<file path="src/rtl/p2s_lanes_param_pkg.sv">
// rtl/p2s_lanes_param_pkg.sv - shared FSM state type and counter sizing for the multi-lane p2s
package p2s_lanes_param_pkg;

  // Two-state shifter control: idle (lanes parked) or shifting a word
  typedef enum logic {
    ST_IDLE  = 1'b0,
    ST_SHIFT = 1'b1
  } state_e;

  // Bit counter width for a WIDTH-bit lane; never narrower than one bit
  function automatic int cnt_width(input int width);
    return (width > 2) ? $clog2(width) : 1;
  endfunction

endpackage

</file>
<file path="src/rtl/p2s_lanes_param_lane_shift.sv">
// rtl/p2s_lanes_param_lane_shift.sv - one loadable WIDTH-bit lane shift register
module p2s_lane_shift #(
  parameter int WIDTH     = 8,
  parameter bit MSB_FIRST = 1'b1
) (
  input  logic             clk_i,
  input  logic             rst_i,
  input  logic             load_i,
  input  logic             shift_i,
  input  logic [WIDTH-1:0] data_i,
  output logic             bit_o
);

  logic [WIDTH-1:0] shreg_q, shreg_d;

  // Load wins over shift; shifting moves the next bit toward the output end
  always_comb begin
    shreg_d = shreg_q;
    if (load_i) begin
      shreg_d = data_i;
    end else if (shift_i) begin
      if (MSB_FIRST) shreg_d = {shreg_q[WIDTH-2:0], 1'b0};
      else           shreg_d = {1'b0, shreg_q[WIDTH-1:1]};
    end
  end

  // Lane register, cleared asynchronously so a partial word is discarded
  always_ff @(posedge clk_i or posedge rst_i) begin
    if (rst_i) shreg_q <= '0;
    else       shreg_q <= shreg_d;
  end

  assign bit_o = MSB_FIRST ? shreg_q[WIDTH-1] : shreg_q[0];

endmodule

</file>
<file path="src/rtl/p2s_lanes_param.sv">
// rtl/p2s_lanes_param.sv - parametrised multi-lane parallel-to-serial converter with holding register
module p2s_lanes_param
  import p2s_lanes_param_pkg::*;
#(
  parameter int LANES     = 4,
  parameter int WIDTH     = 8,
  parameter bit MSB_FIRST = 1'b1,
  parameter bit IDLE_VAL  = 1'b0
) (
  input  logic                   IN_CLK_p2s,
  input  logic                   IN_RESET_p2s,
  input  logic                   IN_ENB_p2s,
  input  logic [LANES*WIDTH-1:0] IN_DATA_p2s,
  input  logic                   IN_VALID_p2s,
  output logic                   OUT_READY_p2s,
  output logic [LANES-1:0]       OUT_LANE_p2s,
  output logic                   OUT_VALID_p2s,
  output logic                   OUT_FIRST_p2s
);

  localparam int             CW       = cnt_width(WIDTH);
  localparam logic [CW-1:0] CNT_LAST = CW'(WIDTH - 1);

  state_e                 state_q, state_d;
  logic [CW-1:0]          cnt_q, cnt_d;
  logic [LANES*WIDTH-1:0] hold_q, hold_d;
  logic                   hold_full_q, hold_full_d;
  logic                   load, shift, accept;
  logic [LANES-1:0]       lane_bit;

  // Ready comes straight from the hold flag, so accept never overlaps a transfer
  assign accept = IN_VALID_p2s & ~hold_full_q;

  // Next state, counter and lane controls; a strobe at the last bit reloads without a gap
  always_comb begin
    state_d = state_q;
    cnt_d   = cnt_q;
    load    = 1'b0;
    shift   = 1'b0;
    case (state_q)
      ST_IDLE: begin
        if (IN_ENB_p2s && hold_full_q) begin
          load    = 1'b1;
          cnt_d   = '0;
          state_d = ST_SHIFT;
        end
      end
      ST_SHIFT: begin
        if (IN_ENB_p2s) begin
          if (cnt_q != CNT_LAST) begin
            shift = 1'b1;
            cnt_d = cnt_q + 1'b1;
          end else if (hold_full_q) begin
            load  = 1'b1;
            cnt_d = '0;
          end else begin
            state_d = ST_IDLE;
          end
        end
      end
      default: state_d = ST_IDLE;
    endcase
  end

  // Holding register fills on handshake and empties when its word moves into the lanes
  always_comb begin
    hold_d      = hold_q;
    hold_full_d = hold_full_q;
    if (accept) begin
      hold_d      = IN_DATA_p2s;
      hold_full_d = 1'b1;
    end else if (load) begin
      hold_full_d = 1'b0;
    end
  end

  // Control and holding state registers
  always_ff @(posedge IN_CLK_p2s or posedge IN_RESET_p2s) begin
    if (IN_RESET_p2s) begin
      state_q     <= ST_IDLE;
      cnt_q       <= '0;
      hold_q      <= '0;
      hold_full_q <= 1'b0;
    end else begin
      state_q     <= state_d;
      cnt_q       <= cnt_d;
      hold_q      <= hold_d;
      hold_full_q <= hold_full_d;
    end
  end

  genvar gi;
  generate
    for (gi = 0; gi < LANES; gi++) begin : g_lane
      p2s_lane_shift #(
        .WIDTH    (WIDTH),
        .MSB_FIRST(MSB_FIRST)
      ) u_lane (
        .clk_i  (IN_CLK_p2s),
        .rst_i  (IN_RESET_p2s),
        .load_i (load),
        .shift_i(shift),
        .data_i (hold_q[gi*WIDTH +: WIDTH]),
        .bit_o  (lane_bit[gi])
      );
    end
  endgenerate

  assign OUT_READY_p2s = ~hold_full_q;
  assign OUT_VALID_p2s = (state_q == ST_SHIFT);
  assign OUT_FIRST_p2s = (state_q == ST_SHIFT) && (cnt_q == '0);
  assign OUT_LANE_p2s  = (state_q == ST_SHIFT) ? lane_bit : {LANES{IDLE_VAL}};

endmodule

</file>
<file path="config.mk">
export PLATFORM = sky130hd
export DESIGN_NAME = p2s_lanes_param
export DESIGN_NICKNAME = d
export VERILOG_FILES = /design/src/rtl/p2s_lanes_param_pkg.sv /design/src/rtl/p2s_lanes_param_lane_shift.sv /design/src/rtl/p2s_lanes_param.sv
export SDC_FILE = /design/constraint.sdc
export NUM_CORES = 1
export LEC_CHECK = 0
export CAP_MARGIN = 20
export CORE_AREA = 4 4 103 76
export DETAILED_ROUTE_END_ITERATION = 10
export DIE_AREA = 0 0 107 80
export PLACE_DENSITY = 0.73
export SYNTH_ARGS = -nofsm -noshare
export SYNTH_HDL_FRONTEND = slang
export SYNTH_SLANG_ARGS = --single-unit
</file>
<file path="constraint.sdc">
create_clock -name IN_CLK_p2s -period 2.1 [get_ports IN_CLK_p2s]
set_input_delay 0.315 -clock IN_CLK_p2s [delete_from_list [all_inputs] [get_ports IN_CLK_p2s]]
set_output_delay 0.315 -clock IN_CLK_p2s [all_outputs]
set_load 0.01 [all_outputs]
</file>
# After elaboration in Yosys (flattened, before gate mapping)
# Index checks and enable logic that the tools add are counted.
# totals
ff_bits	69
out_inout_bits	7
elab_cells	49
# classes
add_sub_neg	1
n_eq_ne	4
mux	27
bitwise	3
n_reduce_logical	6
# op_table
cell	count
2-to-1 mux 8 bit	8
2-to-1 mux 3 bit	4
2-to-1 mux 1 bit	11
case mux 3 bit (2 select lines)	1
2-to-1 mux 4 bit	1
inequality test 2 bit (second input constant)	2
case mux 1 bit (2 select lines)	2
nonzero test 2 bit	2
adder 3 x 1 -> 3 bit (second input constant)	1
logical NOT 3 bit	1
inequality test 3 x 1 -> 1 bit (second input constant)	1
inequality test 3 bit (second input constant)	1
AND reduction 3 bit	1
logical AND 1 bit	2
NOT 1 bit	2
AND 1 bit	1

# Logic depth before layout (Yosys ltp)
# logic_depth
ltp_word	6
mapped_depth	8

# Hierarchy
# A second synthesis with hierarchy kept.
# hier_totals
cells_unflattened	244
area_unflattened_um2	3149.3
# modules_own_cells
mod	instances	cells_per_inst	area_per_inst_um2	seq_area_each_um2
p2s_lanes_param	1	104	1657.8	925.9
p2s_lane_shift	4	35	372.9	200.2

# Worst setup path after synthesis
# OpenSTA, ideal clock, no wires.
# synth_path
path_kind	register -> register
startpoint	register cnt_q[0]
endpoint	register g_lane[1].u_lane.shreg_q[1]
setup_time_ps	125
arrival_time_ps	1907
required_ps	1975
slack_ps	68
stages_incl_launch_ff	9
n_path_buf	2
period_less_slack_ps	2032
cell_sequence	dfrtp_1 -> ha_1 -> ha_1 -> nand2b_1 -> and3_4 -> buf_6 -> buf_12 -> mux2_4 -> mux2_4
# synth_via
elab_chain_cells	5
elab_cells_between_ends	9
# synth_lines
item	line_no	rtl
start, declared	p2s_lanes_param.sv:25	logic [CW-1:0] cnt_q, cnt_d;
start signal, assigned	p2s_lanes_param.sv:86	cnt_q <= cnt_d;
inequality test 3 bit (*)	p2s_lanes_param.sv:50	if (cnt_q != CNT_LAST) begin
2-to-1 mux 1 bit	p2s_lanes_param.sv:50	
2-to-1 mux 1 bit	p2s_lanes_param.sv:49	if (IN_ENB_p2s) begin
case mux 1 bit (2 select lines) / 2-to-1 mux 1 bit (equally long branches)	p2s_lanes_param.sv:40	case (state_q)
2-to-1 mux 8 bit / nonzero test 2 bit (equally long branches)	-	
end signal, assigned	p2s_lanes_param_lane_shift.sv:30	else shreg_q <= shreg_d;
end, declared	p2s_lanes_param_lane_shift.sv:14	logic [WIDTH-1:0] shreg_q, shreg_d;
# Every way passes the cells marked *; elsewhere a longest branch is shown, timed or not.
# A chain may end at the register's enable or synchronous reset.

# Worst setup path after layout
# layout_path
startpoint	register cnt_q[0]
endpoint	register g_lane[3].u_lane.shreg_q[4]
# layout_via
elab_chain_cells	5
elab_cells_between_ends	9
# layout_lines
item	line_no
inequality test 3 bit (*)	p2s_lanes_param.sv:50
2-to-1 mux 1 bit	p2s_lanes_param.sv:50
2-to-1 mux 1 bit	p2s_lanes_param.sv:49
case mux 1 bit (2 select lines) / 2-to-1 mux 1 bit (equally long branches)	p2s_lanes_param.sv:40
2-to-1 mux 8 bit / nonzero test 2 bit (equally long branches)	-
end signal, assigned	p2s_lanes_param_lane_shift.sv:30
end, declared	p2s_lanes_param_lane_shift.sv:14
# Marked as above.

==> results list <==
* Switching share of total power: 0.267
* Share of power burned in the clock network: 0.226
- From synthesis to final layout, the design area changed by 27.8%.
* Max Fanout on Critical Path: 8
- Type of origin of the critical path: flop
* Class of the most critical setup path: flop to flop
- Fraction of final layout cells sized beyond drive strength 1: 0.473
- Number of DRC violations after detailed routing: 0
- Sinks on the clock net: about 70
* Detail-routed net length per standard cell: 16.7 um
- A synthesized cell averages 15.7 um2.
- Final-report setup violation count: 0
* Crit path from: cnt_q[0]
- The cell sitting at the root of the clock tree is a sky130_fd_sc_hd__clkbuf_8.
- The initial utilization of the core area, before any placement, comes to 0.485.
* Type of the worst min-delay path: primary input to async pin
- The worst path in the final design needs a cycle of a little over 2000 ps, including I/O delays and setup.
* Final global-route overflow total: 0
- Post-detailed-placement half-perimeter wirelength: 3870 um
- Yosys warnings: 0
* Synth unique cells: 25
- Register share of total power: 0.444
- Clk_skew: around 9 ps
* CP Cell Sequence: ha_2 -> ha_1 -> nand2b_1 -> buf_4 -> and3_4 -> mux2_4 -> mux2_4
* Total of fill cells in the finished design: 522
* Wire length of the first global-routing pass: 10400 um
* RSZ-0062 raised after global routing: no
* Initial antenna violation count: 0
- The share of the Yosys chip area taken by registers is 0.532.
- Net switching power figure: 1320 uW
* Num ports: 43
- Cells after synthesis: 206
- Net Count, Synth: 246
* Sum of internal, switching and leakage power: 4950 uW
- In this run the number of H-tree levels came out at 3.
- Total CTS buffers: 9
- 1st-iter DRT viols: 52
- The synthesized design contains 0 enable-type register cells.
- After synthesis, the share of flip-flops with an asynchronous set or reset is 1.00.
- Timing would allow up to 0.491 GHz.
- After clock tree synthesis, the clock-pin slew on the worst setup and hold paths is 70 ps.
* Max-slew violations: 0
* Post-synth top flop: sky130_fd_sc_hd__dfrtp_1
* Portion of the clock cycle consumed by the worst path in the final layout: 0.970
- Post-Synthesis Cell Area: between 3000 and 4000 um2
- Cell repeated most along the worst path: sky130_fd_sc_hd__mux2_4
- Number of flip-flops and latches in the synthesized netlist: just under 70
* Transition time at the pin with the least slew margin: between 400 and 500 ps
- P_leak: 0.00193 uW
- The share of total power dissipated in combinational logic is 0.330.
- Required time reported for the critical path endpoint: 2320 ps
- After detailed routing, the number of vias per cell comes to 4.98.
- The floorplan has 25 rows.
- The count of nets left with antenna violations once routing finished came out at 0.
- Area enclosed by the die boundary: 8560 um2
* Buffers added on ports: 42
- Maximum number of pins on one net before global-route repair: 36
* Die Y: 80 um
* # diodes: 0
- For this design the ratio of total power to cell area is between 1000 and 1500 nW/um2.
- Core Footprint: 6690 um2
- Routability cong.: 0.781
* Category of cells accounting for the largest share of critical-path delay: multiplexers
- The via count of the first global-routing pass was a little under 2000.
- Layout Nets: approximately 310
- Data arrival time at the worst-slack endpoint: 2260 ps
- Summed over all failing endpoints, the final setup total negative slack is 0 ps.
* Largest stage delay on the critical path: 390 ps
- First drt pass iteration count: 4
- For this block, the routed nets add up to 6200 um of wire.
- Startpoint of the lowest-slack register-to-register path: cnt_q[0]
- VDD sags by at most ~0.64 mV.
* Slowest-stage cell, CP: sky130_fd_sc_hd__dfrtp_1
* Status: finished clean
* Hold Violations, Final: 0
- The die is 107 um wide.
- The worst setup path is captured at a flop.
* Slew Limit Headroom: 0.677
- Skew-Pair Late Insertion Delay: 340 ps
- Total routing resource utilization after global routing: 0.159
- The internal portion of the total power is 3630 uW.
- Across all layers, the routed design uses 1847 vias.
- Count of maximum capacitance violations: 0
- TritonCTS built the clock tree.
* Max Root-Sink Buffers: 2
* Buffers & Inverters on Critical Path: 1
* Hold bufs inserted after CTS: 0
-- final cells by class --
| cell class | instances | area [um2] | share of cell area |
|---|---|---|---|
| Clock inverter | 4 | 45.0 | 0.0109 |
| Tap cell | 94 | 118 | 0.0284 |
| Timing Repair Buffer | 62 | 607 | 0.146 |
| Multi-Input combinational cell | 126 | 1470 | 0.355 |
| Clock buffer | 12 | 165 | 0.0398 |
| Inverter | 4 | 15.0 | 0.00362 |
| Sequential cell | 69 | 1730 | 0.416 |
-- placed cells by master, fill, tap and decap left out, drive strengths merged, types with 3 or more instances in the layout --
cell / instances
a22o: 5
and2: 4
and3: 5
buf: 20
clkbuf: 12
clkdlybuf4s50: 41
clkinv: 3
dfrtp: 69
ha: 4
inv: 4
mux2: 86
nand2: 4
nor2b: 4
o21ai: 3
-- synthesized netlist by cell type, types with 2 or more instances --
cell type,count,share of area
sky130_fd_sc_hd__nand2_1,4,0.0046
sky130_fd_sc_hd__a22o_1,5,0.013
sky130_fd_sc_hd__inv_1,4,0.0046
sky130_fd_sc_hd__mux2_1,2,0.0069
sky130_fd_sc_hd__clkbuf_1,2,0.0023
sky130_fd_sc_hd__nor2_1,2,0.0023
sky130_fd_sc_hd__dfrtp_1,69,0.53
sky130_fd_sc_hd__o21ai_0,3,0.0046
sky130_fd_sc_hd__nor2b_1,3,0.0058
sky130_fd_sc_hd__buf_12,2,0.012
sky130_fd_sc_hd__mux2_4,46,0.21
sky130_fd_sc_hd__buf_6,3,0.010
sky130_fd_sc_hd__mux2_2,38,0.13
sky130_fd_sc_hd__a21oi_1,2,0.0031
sky130_fd_sc_hd__buf_4,2,0.0046
sky130_fd_sc_hd__ha_1,4,0.015
sky130_fd_sc_hd__buf_2,3,0.0046
sky130_fd_sc_hd__nand2b_1,2,0.0039
sky130_fd_sc_hd__and2_1,4,0.0077
-- power by group through the flow --
stage               sequential, uW  combinational, uW  clock (uW)
global route                  2270               1780        1210
detailed placement            2220               1550           0
CTS                           2210               1610        1150
global placement              2200               1500           0
floorplan                     2100               1230           0
finish                        2200               1640        1120
-- registers in the layout (all words and copies together) (netlist names) --
signal,cells
OUT_VALID_p2s,1
cnt_q,3
g_lane.u_lane.shreg_q,32
hold_full_q,1
hold_q,32
-- layer usage --
layer  global-route usage  wire length [um]  vias to the layer above
li1                     -                 -                      865
met1                0.215              3060                      937
met2                0.240              2760                       37
met3               0.0574               335                        8
met4               0.0460                46                        0
met5                    0                 0                        -
-- timing repair --
item                       CTS  global route
resized for setup            5             3
buffers inserted             7             2
setup endpoints to repair   28            27
cloned                       3             2
-- per-stage QoR --
step / utilization / instances / instance area (um2) / hold WS, ps / worst slack, ps
2_1_floorplan: - / 206 / 3240 / 440 / 45.1
3_3_place_gp: 0.567 / 341 / 3790 / 474 / -268
3_5_place_dp: 0.567 / 341 / 3790 / 466 / -367
4_1_cts: 0.612 / 367 / 4100 / 265 / 7.93
5_1_grt: 0.620 / 371 / 4150 / 285 / 4.23
6_report: 0.620 / 371 / 4150 / 268 / 62.8
-- cells by family after synthesis --
kind of cell | Yosys count | synth area share
adder cells (fa/ha/maj) | 4 | 0.0154
AND/OR/NAND/NOR | 18 | 0.0320
flip-flops | 69 | 0.532
buffers and inverters | 16 | 0.0389
AO/OA/AOI/OAI | 12 | 0.0266
multiplexers | 87 | 0.355
-- final timing paths --
path	slack (ps)	endpoint	cells after the start
worst min-delay path	270	g_lane[1].u_lane.shreg_q[0]	2
worst max-delay path	60	g_lane[3].u_lane.shreg_q[4]	7
min in group IN_CLK_p2s	480	g_lane[1].u_lane.shreg_q[7]	2
worst max register to register	60	g_lane[3].u_lane.shreg_q[4]	7
max in group asynchronous	1320	g_lane[2].u_lane.shreg_q[2]	3
worst min register to register	480	g_lane[1].u_lane.shreg_q[7]	2
(Power assumes the default switching activity.)
